==> config.mk <==
export PLATFORM = sky130hd
export DESIGN_NAME = shift_unit
export DESIGN_NICKNAME = d
export VERILOG_FILES = /design/src/rtl/shift_unit.sv
export SDC_FILE = /design/constraint.sdc
export NUM_CORES = 1
export LEC_CHECK = 0
export BUFFER_PORTS_ARGS = -buffer_cell sky130_fd_sc_hd__buf_4
export CORE_UTILIZATION = 40
export CTS_CLUSTER_DIAMETER = 40
export DETAILED_ROUTE_END_ITERATION = 10
export SETUP_SLACK_MARGIN = 0.2
export SKIP_CTS_REPAIR_TIMING = 1
export SLEW_MARGIN = 15
export SYNTH_ARGS = -nofsm -noshare
export SYNTH_HDL_FRONTEND = slang
export SYNTH_SLANG_ARGS = --single-unit
==> constraint.sdc <==
create_clock -name clock -period 2.4 [get_ports clock]
set_clock_uncertainty 0.1 [all_clocks]
set_input_delay 0.36 -clock clock [delete_from_list [all_inputs] [get_ports clock]]
set_output_delay 0.36 -clock clock [all_outputs]
set_load 0.1 [all_outputs]
==> src/rtl/shift_unit.sv <==
// shift_unit: multi-cycle SHR/SHRA/SHL/ROR/ROL on a WIDTH-bit operand, at most STEP positions per clock.
// Latency: ceil(eff/STEP)+1 cycles from accepted start to the one-cycle done pulse (eff=0/illegal: 1 cycle).
// Backpressure: start is sampled only while idle; any start seen while busy (incl. the done cycle) is dropped.
// Optional feature macro: SHIFT_UNIT_ROTATE_EN enables ROR/ROL; without it those opcodes report illegal.

module shift_unit #(
  parameter  int WIDTH   = 32,
  parameter  int STEP    = 4,
  localparam int SHAMT_W = $clog2(WIDTH) + 1
) (
  input  logic               clock,
  input  logic               clear,
  input  logic               start,
  input  logic [2:0]         op,
  input  logic [WIDTH-1:0]   operand,
  input  logic [SHAMT_W-1:0] amount,
  output logic               busy,
  output logic               done,
  output logic               illegal,
  output logic [WIDTH-1:0]   result
);

  typedef enum logic [1:0] {
    ST_IDLE  = 2'd0,
    ST_SHIFT = 2'd1,
    ST_DONE  = 2'd2
  } state_e;

  localparam logic [2:0] OP_SHR  = 3'b000;
  localparam logic [2:0] OP_SHRA = 3'b001;
  localparam logic [2:0] OP_SHL  = 3'b010;
`ifdef SHIFT_UNIT_ROTATE_EN
  localparam logic [2:0] OP_ROR  = 3'b011;
  localparam logic [2:0] OP_ROL  = 3'b100;
`endif

  // Saturation limit for plain shifts and the per-cycle step, both in amount units.
  localparam logic [SHAMT_W-1:0] WIDTH_AMT = SHAMT_W'(WIDTH);
  localparam logic [SHAMT_W-1:0] STEP_AMT  = SHAMT_W'(STEP);

  state_e             state_q, state_d;
  logic [2:0]         op_q, op_d;
  logic               sign_q, sign_d;
  logic               ill_q, ill_d;
  logic [SHAMT_W-1:0] rem_q, rem_d;
  logic [WIDTH-1:0]   result_q, result_d;

  logic               op_illegal;
  logic [SHAMT_W-1:0] eff_amt;
  logic [SHAMT_W-1:0] step_k;
  logic [WIDTH-1:0]   fill_mask;
  logic [WIDTH-1:0]   step_result;

  // Classify the incoming opcode; rotates count as legal only when the rotate option is built in.
  always_comb begin
    op_illegal = 1'b1;
    case (op)
      OP_SHR, OP_SHRA, OP_SHL: op_illegal = 1'b0;
`ifdef SHIFT_UNIT_ROTATE_EN
      OP_ROR, OP_ROL:          op_illegal = 1'b0;
`endif
      default:                 op_illegal = 1'b1;
    endcase
  end

  // Effective amount: plain shifts saturate at WIDTH, rotates wrap modulo WIDTH, illegal ops do nothing.
  always_comb begin
    eff_amt = (amount > WIDTH_AMT) ? WIDTH_AMT : amount;
`ifdef SHIFT_UNIT_ROTATE_EN
    if (op == OP_ROR || op == OP_ROL) begin
      eff_amt = {1'b0, amount[SHAMT_W-2:0]};
    end
`endif
    if (op_illegal) begin
      eff_amt = '0;
    end
  end

  // One step of the iterative shift: move min(STEP, rem) positions with the op's fill rule.
  always_comb begin
    step_k      = (rem_q > STEP_AMT) ? STEP_AMT : rem_q;
    // Top step_k bits set; used to back-fill the latched sign on arithmetic shifts.
    fill_mask   = ~({WIDTH{1'b1}} >> step_k);
    step_result = result_q;
    case (op_q)
      OP_SHR:  step_result = result_q >> step_k;
      OP_SHRA: step_result = (result_q >> step_k) | (sign_q ? fill_mask : '0);
      OP_SHL:  step_result = result_q << step_k;
`ifdef SHIFT_UNIT_ROTATE_EN
      // Rotate step_k is 1..WIDTH-1 while shifting, so the complementary shift never hits WIDTH.
      OP_ROR:  step_result = (result_q >> step_k) | (result_q << (WIDTH_AMT - step_k));
      OP_ROL:  step_result = (result_q << step_k) | (result_q >> (WIDTH_AMT - step_k));
`endif
      default: step_result = result_q;
    endcase
  end

  // Next-state logic: idle -> shift (or straight to done) on start, shift until rem drains, done lasts one cycle.
  always_comb begin
    state_d = state_q;
    case (state_q)
      ST_IDLE: begin
        if (start) begin
          state_d = (op_illegal || (eff_amt == '0)) ? ST_DONE : ST_SHIFT;
        end
      end
      ST_SHIFT: begin
        if (rem_q == step_k) begin
          state_d = ST_DONE;
        end
      end
      ST_DONE: state_d = ST_IDLE;
      default: state_d = ST_IDLE;
    endcase
  end

  // Datapath next values: capture the request on acceptance, then advance result and rem each shift cycle.
  always_comb begin
    op_d     = op_q;
    sign_d   = sign_q;
    ill_d    = ill_q;
    rem_d    = rem_q;
    result_d = result_q;
    if (state_q == ST_IDLE && start) begin
      op_d     = op;
      sign_d   = operand[WIDTH-1];
      ill_d    = op_illegal;
      rem_d    = eff_amt;
      result_d = operand;
    end else if (state_q == ST_SHIFT) begin
      result_d = step_result;
      rem_d    = rem_q - step_k;
    end
  end

  // State and datapath registers; clear wins over everything, including a pending start.
  always_ff @(posedge clock) begin
    if (clear) begin
      state_q  <= ST_IDLE;
      op_q     <= '0;
      sign_q   <= 1'b0;
      ill_q    <= 1'b0;
      rem_q    <= '0;
      result_q <= '0;
    end else begin
      state_q  <= state_d;
      op_q     <= op_d;
      sign_q   <= sign_d;
      ill_q    <= ill_d;
      rem_q    <= rem_d;
      result_q <= result_d;
    end
  end

  // Outputs decode registered state only, so no input reaches an output combinationally.
  always_comb begin
    busy    = (state_q != ST_IDLE);
    done    = (state_q == ST_DONE);
    illegal = (state_q == ST_DONE) && ill_q;
    result  = result_q;
  end

endmodule

# Word level (Yosys, flattened, before mapping)
# Cells that the tools add are included.
# totals
output_inout_bits,35
register_bits,45
elab_cells,50
# op_classes
bitwise_logic,2
n_addsub,1
reduce_logical,13
eq_ne,9
shift,3
order_cmp,2
n_mux,14
# ops
operator,count
two-way mux 32 bit,3
case mux 32 bit (3 select lines),1
NOT 32 bit,1
OR 32 bit,1
<< shifter 32 x 6 -> 32 bit,1
right shift 32 x 6 -> 32 bit,1
right shift 32 x 6 -> 32 bit (first input constant),1
two-way mux 6 bit,5
equality test 3 x 1 -> 1 bit (second input constant),2
equality test 3 x 2 -> 1 bit (second input constant),2
equality test 6 bit,1
greater-than comparator 6 x 3 -> 1 bit (second input constant),1
greater-than comparator 6 bit (second input constant),1
logical NOT 3 bit,2
logical NOT 6 bit,1
two-way mux 2 bit,3
subtractor 6 bit,1
inequality test 2 bit (second input constant),2
case mux 2 bit (2 select lines),1
AND reduction 2 bit,2
nonzero test 2 bit,2
nonzero test 4 bit,1
OR reduction 3 bit,1
equality test 2 x 1 -> 1 bit (second input constant),1
5 further kinds,6

# Longest topological paths before layout
# Gate-level depths: netlist (run 1).
# logic_depth
ltp_word,9
depth_mapped,11
mapped_depth_nobuf,9

# Worst setup path before layout (run 1)
# OpenSTA, ideal clock, no wires.
# synth_timing
path_kind,reg2out
from,register state_q[1]
to,output port illegal
setup_slack_ns,-0.849
t_arrival_ns,2.789
path_buffers,1
stages_incl_launch_ff,5
required_time_ns,1.940
path_cell_list,dfxtp_1 clkbuf_1 inv_1 nor2_1 and2_1
# synth_between
elab_chain_cells,2
# synth_rtl
item,line_no,source
start: declaration,41,"state_e state_q, state_d;"
start signal: assignment,146,state_q <= state_d;
equality test 2 bit,-,
net done,18,"output logic done,"
logical AND 1 bit,159,illegal = (state_q == ST_DONE) && ill_q;
end: declaration,19,"output logic illegal,"
# The timed path passes the listed nets, and every way through them passes these cells.

# Final worst setup path (run 1)
# layout_timing
from,register rem_q[3]
to,register result_q[25] (netlist: result[25])
# layout_between
elab_chain_cells,9
word_cells_on_any_way,11
# layout_rtl
item,line_no,source
start: declaration,45,"logic [SHAMT_W-1:0] rem_q, rem_d;"
start signal: assignment,150,rem_q <= rem_d;
greater-than comparator 6 x 3 -> 1 bit,81,step_k = (rem_q > STEP_AMT) ? STEP_AMT : rem_q;
two-way mux 6 bit (*),81,
right shift 32 x 6 -> 32 bit,83,fill_mask = ~({WIDTH{1'b1}} >> step_k);
NOT 32 bit,83,
two-way mux 32 bit,87,OP_SHRA: step_result = (result_q >> step_k) | (sign_q ? fill_mask : '0);
OR 32 bit,87,
case mux 32 bit (3 select lines) (*),85,case (op_q)
two-way mux 32 bit (*),130,end else if (state_q == ST_SHIFT) begin
two-way mux 32 bit (*),124,if (state_q == ST_IDLE && start) begin
end signal: assignment,151,result_q <= result_d;
end: declaration,46,"logic [WIDTH-1:0] result_q, result_d;"
# Mark *: on every way between the ends. The rest lies on a longest branch, timed or not. The select of a mux whose other input is x is not followed.
# A chain may end at the register's enable or synchronous reset.

==> results of run 1 <==
==> layout make-up <==
cell class,instances,share of cell area
well taps,136,0.0294
multi-input cells,472,0.578
clock buffers,5,0.0119
clock inverters,3,0.0112
repair buffers,140,0.207
flip-flops and latches,45,0.158
inverters,6,0.00389
==> per-stage QoR <==
| step | cell area [um2] | util | worst slack (ns) |
|---|---|---|---|
| after global placement | 5250 | 0.500 | 0.0422 |
| after global routing | 5800 | 0.551 | 0.0498 |
| after floorplan | 4440 | - | 0.206 |
| after detailed placement | 5250 | 0.500 | 0.0401 |
| final | 5800 | 0.551 | 0.128 |
| after CTS | 5380 | 0.512 | 0.00841 |
==> cell usage after synthesis, types with 4 or more instances <==
master	number	area [um2]
mux4_2	14	315
a21oi_1	55	275
and3_1	7	43.8
a311oi_1	16	140
o211ai_1	12	90.1
buf_1	7	26.3
o31ai_1	6	45.0
a2111oi_0	7	61.3
inv_1	6	22.5
nand3_1	10	50.1
nor4_1	8	50.1
o21ai_0	26	130
a221oi_1	12	105
a221o_1	7	70.1
nand2_1	84	315
mux2i_1	22	220
o22ai_1	28	175
dfxtp_1	45	901
clkbuf_1	51	191
nor2_1	40	150
a21o_1	4	30.0
or3b_2	5	43.8
a31oi_1	7	43.8
nor2b_1	5	31.3
a211oi_1	17	128
and2_1	4	25.0
buf_2	14	70.1
buf_4	5	37.5
nor3_1	25	125
==> power by group <==
part           leakage, nW  switching, mW  internal (mW)
clock               0.0681          0.314          0.414
combinational         1.80           1.21          0.683
sequential           0.375          0.174          0.819
total                 2.24           1.70           1.92
==> worst paths after layout <==
path	startpoint	end	slack, ns	cells after the start
worst max-delay path	rem_q[3]	result[25]	0.13	6
worst min-delay path	amount[0]	rem_q[0]	0.17	3
worst max register to register	rem_q[3]	result[25]	0.13	6
worst min register to register	sign_q	sign_q	0.38	2
==> state kept, by name, summed over array words and instances (netlist names) <==
name,cells
result,32
ill_q,1
rem_q,6
state_q,2
sign_q,1
op_q,3
==> per-layer routing <==
layer	vias up	wire [um]
met5	-	0
met4	0	476
met3	54	1800
met2	383	7940
met1	2644	7350
li1	2463	-
==> worst register-to-register path, cell delays in order, from the launching register on <==
cell and delay, ns:
dfxtp_4 0.37, or4_4 0.62, nor2_8 0.20, mux2_4 0.34, a221oi_4 0.29, o22ai_2 0.10, a21o_1 0.16
==> cells by family (layout without fill, tap and decap cells) <==
family                     count (synthesis)  after routing  share of synthesized area
adders and majority gates                  1              1                    0.00284
and+or+nand+nor                          209            209                      0.234
other                                      1              1                   0.000851
DFF                                       45             45                      0.205
buffers and inverters                     85            154                     0.0841
muxes                                     37             37                      0.124
AOI/OAI and AO/OA                        224            224                      0.350
==> results.json, run 1 <==
{
  "tightest_slew_ns": 0.599,
  "hold_viol": 0,
  "status": "finished clean",
  "wl_per_cell_um": 21.8,
  "final_common_cell": "buf_4",
  "n_antenna_cell": 0,
  "rsz0062_at_grt": "yes",
  "seq_area_frac_synth": 0.205,
  "die-area_mm2": 0.0114,
  "area_delta_synth_final_pct": 31.6,
  "drt_iter0_markers": 492,
  "grt-ovfl-total": 0,
  "regArea_um2": 917,
  "setup_tns_ns": 0,
  "grt_max_degree": 42,
  "setup_viol": 0,
  "post-place-cells": 785,
  "clock_latency_ns": 0.32,
  "cp_data_arrival_time_ns": 2.40,
  "ys_warn_count": 0,
  "cpPeakStageDelay_ns": 0.62,
  "wl_mm": 17.6,
  "required_ns": 2.53,
  "h-tree-depth": 2,
  "dr.pass1.iters": 7,
  "cts.sinks": 45,
  "peakVddDrop_v": 0.000266,
  "multi_input_area_mm2": 0.00335,
  "dp_hpwl_mm": 11.3,
  "start_util": 0.419,
  "met2_usage": 0.442,
  "yosysUniqueCellTypes": 65,
  "crit_type": "flip-flop to flip-flop",
  "grt_first_pass_wirelength_mm": 27.2,
  "fmax_ghz": 0.440,
  "ant_nets": 0,
  "gp_congestion": 0.950,
  "cp-end-kind": "flip-flop",
  "cts_inserted_buffers": 5,
  "syn_nets": 647,
  "critical_path.max_fanout": 7,
  "mostFrequentLayoutCells": "124 x buf_4, 82 x nand2_1, 52 x a21oi_1, 36 x dfxtp_1, 34 x nor2_1",
  "fin_nets": 715,
  "ys_seq_elements": 45,
  "design_power_total_mw": 3.61,
  "core_area_mm2": 0.0105,
  "hold_slack_ns": 0.172,
  "synth_edf_count": 0,
  "viasPerCell": 6.87,
  "tritoncts": "built",
  "root_buffer": "clkbuf_8",
  "cp_cell_sequence": "or4_4 > nor2_8 > mux2_4 > a221oi_4 > o22ai_2 > a21o_1",
  "worst_setup_path_start_kind": "flip-flop",
  "die_y_um": 107,
  "clock_path_buffers": 2,
  "period_needed_ns": 2.27,
  "crit_family": "simple AND/OR/NAND/NOR gates",
  "gr-max-usage-layer": "met2",
  "synth_cells": 602,
  "final_cell_count_no_fill": 807,
  "antenna_found_initial": 0,
  "drive_above_1_share": 0.332,
  "fp-row-count": 37,
  "die_width_um": 107,
  "ys.flop_type": "dfxtp_1",
  "finalCritPeriodShare": 0.947,
  "grt_util_all_layers": 0.301,
  "via_count": 5544,
  "portBuffers": 78,
  "syn_area_mm2": 0.00440,
  "cap_violations": 0,
  "hold_class": "primary input to flip-flop",
  "power.density_mw_per_mm2": 623,
  "crit_buf_inv": 0,
  "cp_slowest_cell": "or4_4",
  "clk_pin_slew_ns": 0.10,
  "synth_area_per_cell_um2": 7.32,
  "nFillCells": 991,
  "slew_headroom": 0.600,
  "grt_pass1_vias": 5090,
  "leakage_nw": 2.24,
  "slew_viol_final": 0,
  "drc": 0,
  "io_pins": 79,
  "synthArstFlopShare": 0,
  "use_met1": 0.425,
  "grtUsageMet3": 0.0608
}
(Power assumes the default switching activity.)
==> run 2: changes to the inputs <==
CORE_MARGIN = 2   (was unset)
clock period = 2.6 ns   (was 2.4 ns; I/O delays follow)
==> run 2 against run 1 <==
Core utilization fell by 6.3 points. Register-to-register slack improved by 0.05 ns. Count of clock-buffer cells in the layout rose by 1. Fmax is 6.1% lower. Die area is 3.8% higher. Power shrank 18%.
==> results.json, run 2 (synthesis results as in run 1) <==
{
  "crit_buf_inv": 0,
  "cts.sinks": 45,
  "leakage_nw": 2.01,
  "die_width_um": 109,
  "cap_violations": 0,
  "fin_nets": 692,
  "largest_register_ffs": 32,
  "setup_viol": 0,
  "slew_viol_final": 0,
  "cp_slowest_cell": "or3_1",
  "rsz0062_at_grt": "yes",
  "crit_family": "simple AND/OR/NAND/NOR gates",
  "mostFrequentLayoutCells": "113 x buf_4, 84 x nand2_1, 55 x a21oi_1, 42 x dfxtp_1, 38 x nor2_1",
  "grt_util_all_layers": 0.272,
  "place_area_mm2": 0.00512,
  "area_delta_synth_final_pct": 19.6,
  "clk_pin_slew_ns": 0.09,
  "die-area_mm2": 0.0119,
  "intPower_mw": 1.50,
  "drt_iter0_markers": 552,
  "portBuffers": 78,
  "pwr-share-comb": 0.531,
  "required_ns": 2.69,
  "power.share.clock": 0.153,
  "nFillCells": 1082,
  "via_count": 5186,
  "io_pins": 79,
  "wl_mm": 16.1,
  "ant_nets": 0,
  "fin_ws_ns": 0.180,
  "p_seq_frac": 0.316,
  "tritoncts": "built",
  "cp-end-kind": "flip-flop",
  "crit_type": "flip-flop to flip-flop",
  "clock_latency_ns": 0.31,
  "regArea_um2": 905,
  "critical_path.max_fanout": 7,
  "cp_cell_sequence": "or3_1 > or3_1 > a21oi_1 > a211oi_1 > a2111oi_1 > a21oi_1",
  "dp_hpwl_mm": 10.8,
  "worst_setup_path_start_kind": "flip-flop",
  "gp_congestion": 0.911,
  "setup_tns_ns": 0,
  "fp-row-count": 38,
  "core_area_mm2": 0.0108,
  "power.density_mw_per_mm2": 562,
  "cp_data_arrival_time_ns": 2.51,
  "period_needed_ns": 2.42,
  "status": "finished clean",
  "cpPeakStageDelay_ns": 0.50,
  "final_common_cell": "buf_4",
  "cts_inserted_buffers": 5,
  "antenna_found_initial": 0,
  "die_y_um": 109,
  "tightest_slew_ns": 0.621,
  "start_util": 0.408,
  "h-tree-depth": 2,
  "hold_slack_ns": 0.228,
  "n_antenna_cell": 0,
  "viasPerCell": 6.58,
  "root_buffer": "clkbuf_8",
  "multi_input_area_mm2": 0.00316,
  "grt_pass1_vias": 4769,
  "grt_max_degree": 49,
  "grt-ovfl-total": 0,
  "dr.pass1.iters": 5,
  "finalCritPeriodShare": 0.931,
  "switchingPower_mw": 1.47,
  "drive_above_1_share": 0.253,
  "hold_viol": 0,
  "hold_class": "primary input to flip-flop",
  "slew_headroom": 0.586,
  "drc": 0,
  "fmax_ghz": 0.413,
  "swShare": 0.495,
  "final_cell_area_mm2": 0.00527,
  "wl_per_cell_um": 20.5,
  "dp_slack_ns": 0.143,
  "grt_first_pass_wirelength_mm": 25.6,
  "peakVddDrop_v": 0.000272,
  "clock_path_buffers": 2
}
-- run 2: area by class of cell --
cell class / instances / share of cell area
Multi-Input combinational cell: 472 / 0.601
Timing Repair Buffer: 117 / 0.175
Sequential cell: 45 / 0.172
Tap cell: 140 / 0.0332
Clock buffer: 6 / 0.0138
Inverter: 6 / 0.00427
Clock inverter: 2 / 0.00190
-- run 2: final timing paths --
check             startpoint  slack (ns)  cells after the start    endpoint
setup reg to reg    rem_q[4]        0.18                      6  result[15]
hold / removal     amount[3]        0.23                      3    rem_q[3]
setup / recovery    rem_q[4]        0.18                      6  result[15]
hold reg to reg       sign_q        0.37                      2      sign_q
-- run 2: worst register-to-register path, delay by kind of cell, from the launching register on --
| kind | cells | cell delay, ns |
|---|---|---|
| and+or+nand+nor | 2 | 0.95 |
| AOI/OAI and AO/OA | 4 | 0.86 |
| DFF | 1 | 0.39 |
-- run 2: power groups by stage --
stage / Combinational (mW) / Clock, mW / Sequential [mW]
4_1_cts: 1.52 / 0.468 / 0.927
2_1_floorplan: 0.841 / 0 / 1.21
3_5_place_dp: 1.52 / 0 / 0.944
6_report: 1.57 / 0.454 / 0.936
3_3_place_gp: 1.51 / 0 / 0.941
5_1_grt: 1.68 / 0.490 / 0.947
-- run 2: layer usage --
layer / up-vias / global-route usage / part of all wire
met5: - / 0 / 0
met4: 0 / 0.0714 / 0.018
met3: 27 / 0.0311 / 0.090
met2: 321 / 0.437 / 0.46
met1: 2426 / 0.384 / 0.43
li1: 2412 / - / -
-- run 2: stage by stage --
stage | cells | power, mW | utilization
floorplan | 602 | 2.05 | -
global placement | 774 | 2.45 | 0.475
detailed placement | 774 | 2.46 | 0.475
CTS | 782 | 2.92 | 0.482
global route | 788 | 3.11 | 0.488
finish | 788 | 2.96 | 0.488
